<file path="src/rtl/voice_mixer_pkg.sv">
`default_nettype none
// ============================================================================
// Package  : voice_mixer_pkg
// Brief    : Shared types and amplitude helpers for the voice mixer.
// Revision : 1.0
// ============================================================================
package voice_mixer_pkg;

  typedef struct packed {
    logic        on;
    logic [7:0]  voice;
    logic [31:0] inc;
  } voice_cmd_t;

  // Per-voice full-scale step: VOICES voices at this amplitude fill DEPTH bits.
  function automatic int amp(input int depth, input int voices);
    return 1 << (depth - $clog2(voices));
  endfunction

  function automatic int silence(input int depth);
    return 1 << (depth - 1);
  endfunction

  localparam int c_default_depth = 8;
  localparam int c_silence       = 1 << (c_default_depth - 1);

endpackage
`default_nettype wire

</file>
<file path="src/rtl/voice_mixer_sample_tick.sv">
`default_nettype none
// ============================================================================
// Module   : sample_tick
// Brief    : Sample-period slot counter with scan/strobe/command-window decode.
// Revision : 1.0
// ============================================================================
module sample_tick #(
  parameter int VOICES     = 8,
  parameter int SAMPLE_DIV = 256
) (
  input  logic                      clk,
  input  logic                      rst,
  output logic                      o_scan_en,
  output logic [$clog2(VOICES)-1:0] o_slot,
  output logic                      o_out_strobe,
  output logic                      o_cmd_window
);

  localparam int c_cw = $clog2(SAMPLE_DIV);
  localparam int c_vw = $clog2(VOICES);

  logic [c_cw-1:0] r_cnt;

  always_ff @(posedge clk) begin
    if (rst) begin
      r_cnt <= '0;
    end else if (r_cnt == c_cw'(SAMPLE_DIV - 1)) begin
      r_cnt <= '0;
    end else begin
      r_cnt <= r_cnt + c_cw'(1);
    end
  end

  assign o_scan_en    = (r_cnt <  c_cw'(VOICES));
  assign o_slot       = r_cnt[c_vw-1:0];
  assign o_out_strobe = (r_cnt == c_cw'(VOICES));
  assign o_cmd_window = (r_cnt >  c_cw'(VOICES));

endmodule
`default_nettype wire

</file>
<file path="src/rtl/voice_mixer.sv">
`default_nettype none
// ============================================================================
// Module   : voice_mixer
// Brief    : Polyphonic square-wave tone generator and mixer for the DAC stage.
// Config   : define VOICE_MIXER_SAW_EN for sawtooth voices instead of square.
// Revision : 1.0
// ============================================================================
module voice_mixer
  import voice_mixer_pkg::*;
#(
  parameter int DEPTH      = 8,
  parameter int VOICES     = 8,
  parameter int PHASE_W    = 24,
  parameter int SAMPLE_DIV = 256
) (
  input  logic                      clk,
  input  logic                      reset,
  input  logic                      cmd_valid,
  output logic                      cmd_ready,
  input  logic                      cmd_on,
  input  logic [$clog2(VOICES)-1:0] cmd_voice,
  input  logic [PHASE_W-1:0]        cmd_inc,
  output logic [DEPTH-1:0]          sample_out,
  output logic                      sample_valid
);

  localparam int               c_vw      = $clog2(VOICES);
  localparam logic [DEPTH-1:0] c_silence = DEPTH'(silence(DEPTH));
  localparam logic [DEPTH-1:0] c_half    = DEPTH'(amp(DEPTH, VOICES) / 2);
`ifdef VOICE_MIXER_SAW_EN
  localparam int               c_aw      = DEPTH - c_vw;
`else
  localparam logic [DEPTH-1:0] c_amp_m1  = DEPTH'(amp(DEPTH, VOICES) - 1);
`endif

  logic                w_scan_en;
  logic [c_vw-1:0]     w_slot;
  logic                w_out_strobe;
  logic                w_cmd_window;
  logic                w_last_slot;
  logic                w_cmd_fire;
  logic [DEPTH-1:0]    w_contrib;
  logic [DEPTH-1:0]    w_acc_next;

  logic                r_active [VOICES];
  logic [PHASE_W-1:0]  r_inc    [VOICES];
  logic [PHASE_W-1:0]  r_phase  [VOICES];
  logic [DEPTH-1:0]    r_acc;

  sample_tick #(
    .VOICES     (VOICES),
    .SAMPLE_DIV (SAMPLE_DIV)
  ) u_tick (
    .clk          (clk),
    .rst          (reset),
    .o_scan_en    (w_scan_en),
    .o_slot       (w_slot),
    .o_out_strobe (w_out_strobe),
    .o_cmd_window (w_cmd_window)
  );

  assign cmd_ready    = w_cmd_window;
  assign w_cmd_fire   = cmd_valid && w_cmd_window;
  // The strobe cycle directly follows the last scan slot, whose edge loads sample_out.
  assign sample_valid = w_out_strobe;
  assign w_last_slot  = w_scan_en && (w_slot == c_vw'(VOICES - 1));

  always_comb begin
    w_contrib = c_half;
    if (r_active[w_slot]) begin
`ifdef VOICE_MIXER_SAW_EN
      w_contrib = DEPTH'(r_phase[w_slot][PHASE_W-1 -: c_aw]);
`else
      w_contrib = r_phase[w_slot][PHASE_W-1] ? c_amp_m1 : '0;
`endif
    end
  end

  assign w_acc_next = r_acc + w_contrib;

  // Scan slots and the command window never overlap, so voice writes cannot collide.
  always_ff @(posedge clk) begin
    if (reset) begin
      r_acc      <= '0;
      sample_out <= c_silence;
      for (int v = 0; v < VOICES; v++) begin
        r_active[v] <= 1'b0;
        r_inc[v]    <= '0;
        r_phase[v]  <= '0;
      end
    end else begin
      if (w_scan_en) begin
        if (w_last_slot) begin
          sample_out <= w_acc_next;
          r_acc      <= '0;
        end else begin
          r_acc      <= w_acc_next;
        end
        if (r_active[w_slot]) begin
          r_phase[w_slot] <= r_phase[w_slot] + r_inc[w_slot];
        end
      end
      if (w_cmd_fire) begin
        r_active[cmd_voice] <= cmd_on;
        r_phase[cmd_voice]  <= '0;
        if (cmd_on) begin
          r_inc[cmd_voice] <= cmd_inc;
        end
      end
    end
  end

endmodule
`default_nettype wire

</file>
<file path="config.mk">
export PLATFORM = sky130hd
export DESIGN_NAME = voice_mixer
export DESIGN_NICKNAME = d
export VERILOG_FILES = /design/src/rtl/voice_mixer_pkg.sv /design/src/rtl/voice_mixer_sample_tick.sv /design/src/rtl/voice_mixer.sv
export SDC_FILE = /design/constraint.sdc
export NUM_CORES = 1
export LEC_CHECK = 0
export ABC_AREA = 1
export CORE_ASPECT_RATIO = 1.1
export CORE_MARGIN = 2
export CORE_UTILIZATION = 35
export CTS_BUF_LIST = sky130_fd_sc_hd__clkbuf_16
export DETAILED_ROUTE_END_ITERATION = 12
export PLACE_DENSITY = 0.53
export SYNTH_ARGS = -nofsm -noshare
export SYNTH_HDL_FRONTEND = slang
export SYNTH_SLANG_ARGS = --single-unit
export TNS_END_PERCENT = 50
</file>
<file path="constraint.sdc">
create_clock -name clk -period 3.6 [get_ports clk]
set_input_delay 0.72 -clock clk [delete_from_list [all_inputs] [get_ports clk]]
set_output_delay 0.72 -clock clk [all_outputs]
set_load 0.01 [all_outputs]
</file>
==> impl_metrics.tcl, run 1 <==
set metrics [dict create \
    status "completed" \
    ys_warn_count 0 \
    wire_per_inst_um 19.7 \
    pre_cts_slack_ps 64.7 \
    end_kind "register" \
    r2r_cells 17 \
    period_minus_slack_ps 3390 \
    p_sw_share_pct 30.8 \
    synth_nets 2256 \
    slowest_stage "dfxtp_4" \
    tns_ps 0 \
    final_core_util_pct 40.9 \
    power_frac_comb_pct 22.1 \
    hold_viol 0 \
    hold_path_depth 2 \
    synth-seq-area-share_pct 60.7 \
    synth_area_leaders "edfxtp_1 (58%), nor2_1 (14%), nand2_1 (5.0%)" \
    grt_overflow_total 0 \
    gp_congestion 0.919 \
    yosysMostFrequentCell "nor2_1" \
    ys_ff_latch 416 \
    sequentialPowerShare_pct 43.4 \
    cp.required_ps 3910 \
    io_pins 41 \
    cts_tree "yes" \
    final_cells 3043 \
    root_buffer "clkbuf_16" \
    path_class "reg -> reg" \
    areaGrowthSynthToFinish_pct 15.7 \
    synth_area_leader_cell "edfxtp_1" \
    core_area_um2 57100 \
    holdWs_ps 473 \
    powerDensity_nw_per_um2 550 \
    hpwlAfterDp_mm 37.1 \
    yosysTopAreaCellShare_pct 58.4 \
    drcViolationCount 0 \
    syn_area_um2 20200 \
    synth_cell_types 36 \
    drv_slew 0 \
    synth_cells 2192 \
    finalCritPeriodShare_pct 94.2 \
    drive_gt1_share_pct 8.69 \
    antenna_found_initial 0 \
    synth-main-ff-cell "edfxtp_1" \
    slowest_delay_ps 440 \
    worst-path-buf-inv 3 \
    critPathLaunchType "register" \
    rows 92 \
    hold_class "reg -> reg" \
    dr.first_iter.drc_count 1144 \
    die_w_um 233 \
    crit_fanout 44 \
    switching_power_uw 3960 \
    clock_latency_ps 580 \
    yosys-top-cells-count "nor2_1 (762), edfxtp_1 (392), nand2_1 (268)" \
    p_int_uw 8890 \
    min_from "sample_out[2]$_SDFFE_PP0P_" \
    h-tree-depth 2 \
    rsz0062_at_grt "yes" \
    drtAntennaViolNets 0 \
    die-area_um2 59600 \
    grt_pass1_wl_mm 92.1 \
    vias 15700 \
    r2r_setup_slack_ps 210 \
    slew_headroom_pct 50.5 \
    r2r_start "u_tick.r_cnt[0]$_SDFF_PP0_" \
    crit_chain "buf_12, buf_4, o21ai_0, o22ai_1, nor2_1, a31oi_1, ha_1, nand2_1, nor2_1, nand2_1, nor2_1, nand2_1, nand3_1, nand2_1, nand3_1, buf_4, nor2_1" \
    grt_start_max_net_pins 65 \
    routed_wl_mm 59.8 \
    rr_endpoint "r_phase[4][22]$_SDFFCE_PN0P_" \
    worstMarginPinSlew_ps 737 \
    grt_use_total_pct 20.2 \
    clockPowerShare_pct 34.5 \
    dp.cells 2960 \
    drv_cap 0 \
    ctsHoldBuffers 0 \
    worst_slack_ps 209 \
    ir_worst_vdd_uv 297 \
    async_reset_ff_share_pct 0 \
    cts_buffers 45 \
    port_buffers 40 \
    crit_family "simple AND/OR/NAND/NOR gates" \
    die-height_um 256 \
    cts_max_path_buffers 3 \
    setup_violations 0 \
    syn-mean-instance-area_um2 9.20 \
    skew_ps 20.3 \
    cts.sinks 416 \
    initial_core_util_pct 35.3 \
    vias_per_cell 5.15 \
    grt_pass1_vias 15700 \
    antenna_cells 0 \
    cp.arrival_ps 3700 \
    nNetsFinal 2319 \
    synth_edf_count 392 \
    cellLeakagePower_uw 0.00954 \
    max_freq_mhz 295 \
    path_clk_slew_ps 60 \
    dr.pass1.iters 7 \
    worst_hold_path.endpoint "sample_out[2]$_SDFFE_PP0P_" \
]
worst reg2reg max path, stage by stage, from the launching register on:
cell     delay, ps
dfxtp_4        440
buf_12         260
buf_4          280
o21ai_0        100
o22ai_1        210
nor2_1          60
a31oi_1        380
ha_1           310
nand2_1         90
nor2_1         170
nand2_1        110
nor2_1         110
nand2_1        100
nand3_1        110
nand2_1         50
nand3_1        110
buf_4          190
nor2_1          50
how the worst max path moves through the flow:
stage | end | cells past startpoint | slack (ps) | startpoint
final | r_phase[4][22]$_SDFFCE_PN0P_ | 17 | 210 | u_tick.r_cnt[0]$_SDFF_PP0_
after global routing | r_phase[6][23]$_SDFFCE_PN0P_ | 19 | -20 | u_tick.r_cnt[0]$_SDFF_PP0_
after global placement | r_phase[5][23]$_SDFFCE_PN0P_ | 18 | 90 | u_tick.r_cnt[0]$_SDFF_PP0_
after detailed placement | r_phase[6][23]$_SDFFCE_PN0P_ | 18 | 60 | u_tick.r_cnt[0]$_SDFF_PP0_
after floorplan | r_phase[5][0]$_SDFFCE_PN0P_ | 16 | 390 | u_tick.r_cnt[0]$_SDFF_PP0_
after CTS | r_phase[6][23]$_SDFFCE_PN0P_ | 18 | 50 | u_tick.r_cnt[0]$_SDFF_PP0_
cell families (layout without fill, tap and decap cells):
kind of cell	after synthesis	count (layout)	synth area share, %
buffers and inverters	260	359	5.53
AND/OR/NAND/NOR	1137	1137	22.2
AO/OA/AOI/OAI	341	341	9.20
adder cells (fa/ha/maj)	33	33	2.12
flip-flops	416	416	60.7
XOR/XNOR	5	5	0.217
flip-flops by register name, summed over array words and instances, names as in the netlist:
register,count
u_tick.r_cnt,8
r_phase,192
r_active,8
sample_out,8
r_acc,8
r_inc,192
area by class of cell:
| cell class | count | area [um^2] |
|---|---|---|
| Fill cell | 5749 | 33700 |
| Sequential cell | 416 | 12300 |
| Multi-Input combinational cell | 1516 | 6850 |
| Timing Repair Buffer | 134 | 1350 |
| Clock buffer | 47 | 1180 |
| Tap cell | 752 | 941 |
| Inverter | 142 | 556 |
| Clock inverter | 36 | 214 |
placed cells by master (no fill, tap or decap), drive strengths merged, types with 4 or more instances in the layout:
cell type,n
nor2,768
dfxtp,24
nand4,12
edfxtp,392
a31oi,46
clkbuf,47
o22ai,46
nand3b,8
clkinv,27
xor2,4
a21oi,40
buf,94
clkdlybuf4s50,40
o21ai,204
nand3,62
ha,31
or2,5
inv,148
nand2,277
power groups by stage:
stage	combinational, uW	sequential (uW)	clock [uW]
2_1_floorplan	1750	5660	0
5_1_grt	3160	5600	4690
3_5_place_dp	2810	5680	0
4_1_cts	2820	5580	4520
6_report	2840	5580	4430
3_3_place_gp	2800	5670	0
metrics by stage:
step,cell area [um^2],power (uW)
detailed placement,21900,8490
global placement,21900,8470
CTS,23300,12900
global route,23300,13500
floorplan,20200,7410
finish,23300,12800
timing repair:
item,CTS,global route
setup endpoints to repair,0,93
buffers inserted,0,0
gates resized for setup,0,14
per-layer routing:
layer / vias up / global-route usage [%] / wire [um]
met2: 398 / 34.3 / 29500
li1: 7475 / - / -
met1: 7708 / 26.4 / 25400
met5: - / 0 / 0
met3: 98 / 2.66 / 2850
met4: 0 / 7.41 / 2110
(Power assumes the default switching activity.)
==> run 2, diff against run 1 <==
--- a/config.mk
+++ b/config.mk
@@ -6,12 +6,13 @@
 export NUM_CORES = 1
 export LEC_CHECK = 0
 export ABC_AREA = 1
-export CORE_ASPECT_RATIO = 1.1
+export CORE_ASPECT_RATIO = 0.7
 export CORE_MARGIN = 2
 export CORE_UTILIZATION = 35
 export CTS_BUF_LIST = sky130_fd_sc_hd__clkbuf_16
 export DETAILED_ROUTE_END_ITERATION = 12
 export PLACE_DENSITY = 0.53
+export SLEW_MARGIN = 15
 export SYNTH_ARGS = -nofsm -noshare
 export SYNTH_HDL_FRONTEND = slang
 export SYNTH_SLANG_ARGS = --single-unit
==> impl_metrics.tcl, run 2 (same netlist as run 1, synthesis figures left out) <==
set metrics [dict create \
    fillers 5663 \
    gp_congestion 0.893 \
    multiInputGateArea_um2 6920 \
    cp.required_ps 3870 \
    reg.largest.list "r_inc: 192 flops, r_phase: 192 flops" \
    grt_pass1_vias 14900 \
    tns_ps 0 \
    vias 15800 \
    hold_viol 0 \
    grt_use_total_pct 20.5 \
    setup_violations 0 \
    placed_area_um2 22100 \
    cellLeakagePower_uw 0.00958 \
    crit_fanout 33 \
    clock_latency_ps 560 \
    max_freq_mhz 287 \
    worstMarginPinSlew_ps 627 \
    grt_overflow_total 0 \
    io_pins 41 \
    grt_start_max_net_pins 61 \
    h-tree-depth 2 \
    wire_per_inst_um 20.2 \
    powerDensity_nw_per_um2 546 \
    cts_max_path_buffers 3 \
    dr.first_iter.drc_count 1609 \
    pre_cts_slack_ps -5.82 \
    antenna_found_initial 0 \
    worst_slack_ps 114 \
    nNetsFinal 2316 \
    path_class "reg -> reg" \
    end_kind "register" \
    ir_worst_vdd_uv 316 \
    cts_buffers 42 \
    finalCritPeriodShare_pct 96.8 \
    skew_ps 22.7 \
    drcViolationCount 0 \
    cts_tree "yes" \
    vias_per_cell 5.21 \
    cts.sinks 416 \
    initial_core_util_pct 35.4 \
    status "completed" \
    routed_wl_mm 61.2 \
    critPathLaunchType "register" \
    antenna_cells 0 \
    hpwlAfterDp_mm 38.1 \
    dp.cells 2955 \
    finalPower_uw 12800 \
    die-area_um2 59600 \
    dr.pass1.iters 5 \
    root_buffer "clkbuf_16" \
    rows 73 \
    drtAntennaViolNets 0 \
    areaGrowthSynthToFinish_pct 16.5 \
    drv_cap 0 \
    die_w_um 291 \
    cp.arrival_ps 3760 \
    final_cells 3032 \
    port_buffers 40 \
    drv_slew 0 \
    finalInstanceArea_um2 23500 \
    ctsHoldBuffers 0 \
    drive_gt1_share_pct 9.07 \
    final_cell_mix "nor2_1 (759), edfxtp_1 (392), nand2_1 (266)" \
    final_common_cell "nor2_1" \
    seqCellArea_um2 12300 \
    period_minus_slack_ps 3490 \
    grt_pass1_wl_mm 92.5 \
    slew_headroom_pct 57.9 \
    core_area_um2 56900 \
    hold_class "reg -> reg" \
    die-height_um 205 \
    path_clk_slew_ps 60 \
]
-- run 2: changes by cell type in the layout (fill, tap and decap cells not counted), sizes merged --
cell,delta
bufinv,+1
clkbuf,-4
clkinv,-11
clkinvlp,-1
inv,+6
-- run 2: layout make-up --
type                    count  area share (%)
repair buffers            134            6.65
flip-flops and latches    416            52.2
clock inverters            31           0.889
inverters                 142            2.30
clock buffers              43            4.58
well taps                 750            3.99
multi-input cells        1516            29.4
-- run 2: power by group --
part           switching [uW]  total, uW  internal [uW]
clock network            1860       4220           2370
logic                    2030       3030            999
registers                71.9       5580           5510
total                    3960      12800           8880
-- run 2: worst max-delay path, stage by stage (launching register included) --
cell,delay [ps]
dfxtp_4,410
inv_6,150
buf_12,200
buf_4,220
o21ai_0,90
o22ai_1,120
nor2_1,80
a31oi_2,230
ha_1,350
nand2_2,170
inv_1,50
nand2_1,60
nand2_1,110
nand3b_1,330
nand2_2,170
nand3b_1,90
nand3_1,150
buf_12,140
nor2_1,40
-- run 2: timing repair --
| item | 4_1_cts | 5_1_grt |
|---|---|---|
| hold endpoints to repair | 0 | 0 |
| buffers inserted | 0 | 3 |
| pin swaps | 0 | 2 |
| endpoints found under the setup margin | 2 | 144 |
| gates resized for setup | 1 | 25 |
-- run 2: layer usage --
layer	global-route usage [%]	vias to the layer above	routed length, um
met1	32.0	7779	31000
met3	3.05	76	3660
met2	29.6	478	25500
met5	0	-	0
li1	-	7463	-
met4	4.85	0	1090
-- run 2: final timing paths --
path	cells past startpoint	start	slack, ps	end
hold reg to reg	2	r_acc[4]$_SDFFE_PP0P_	470	r_acc[4]$_SDFFE_PP0P_
setup / recovery	18	u_tick.r_cnt[0]$_SDFF_PP0_	110	r_phase[4][18]$_SDFFCE_PN0P_
hold / removal	2	r_acc[4]$_SDFFE_PP0P_	470	r_acc[4]$_SDFFE_PP0P_
setup reg to reg	18	u_tick.r_cnt[0]$_SDFF_PP0_	110	r_phase[4][18]$_SDFFCE_PN0P_
-- run 2: per-stage QoR --
stage | hold WS (ps) | util [%]
2_1_floorplan | 448 | -
3_3_place_gp | 454 | 38.8
3_5_place_dp | 462 | 38.8
4_1_cts | 473 | 41.0
5_1_grt | 492 | 41.3
6_report | 472 | 41.3
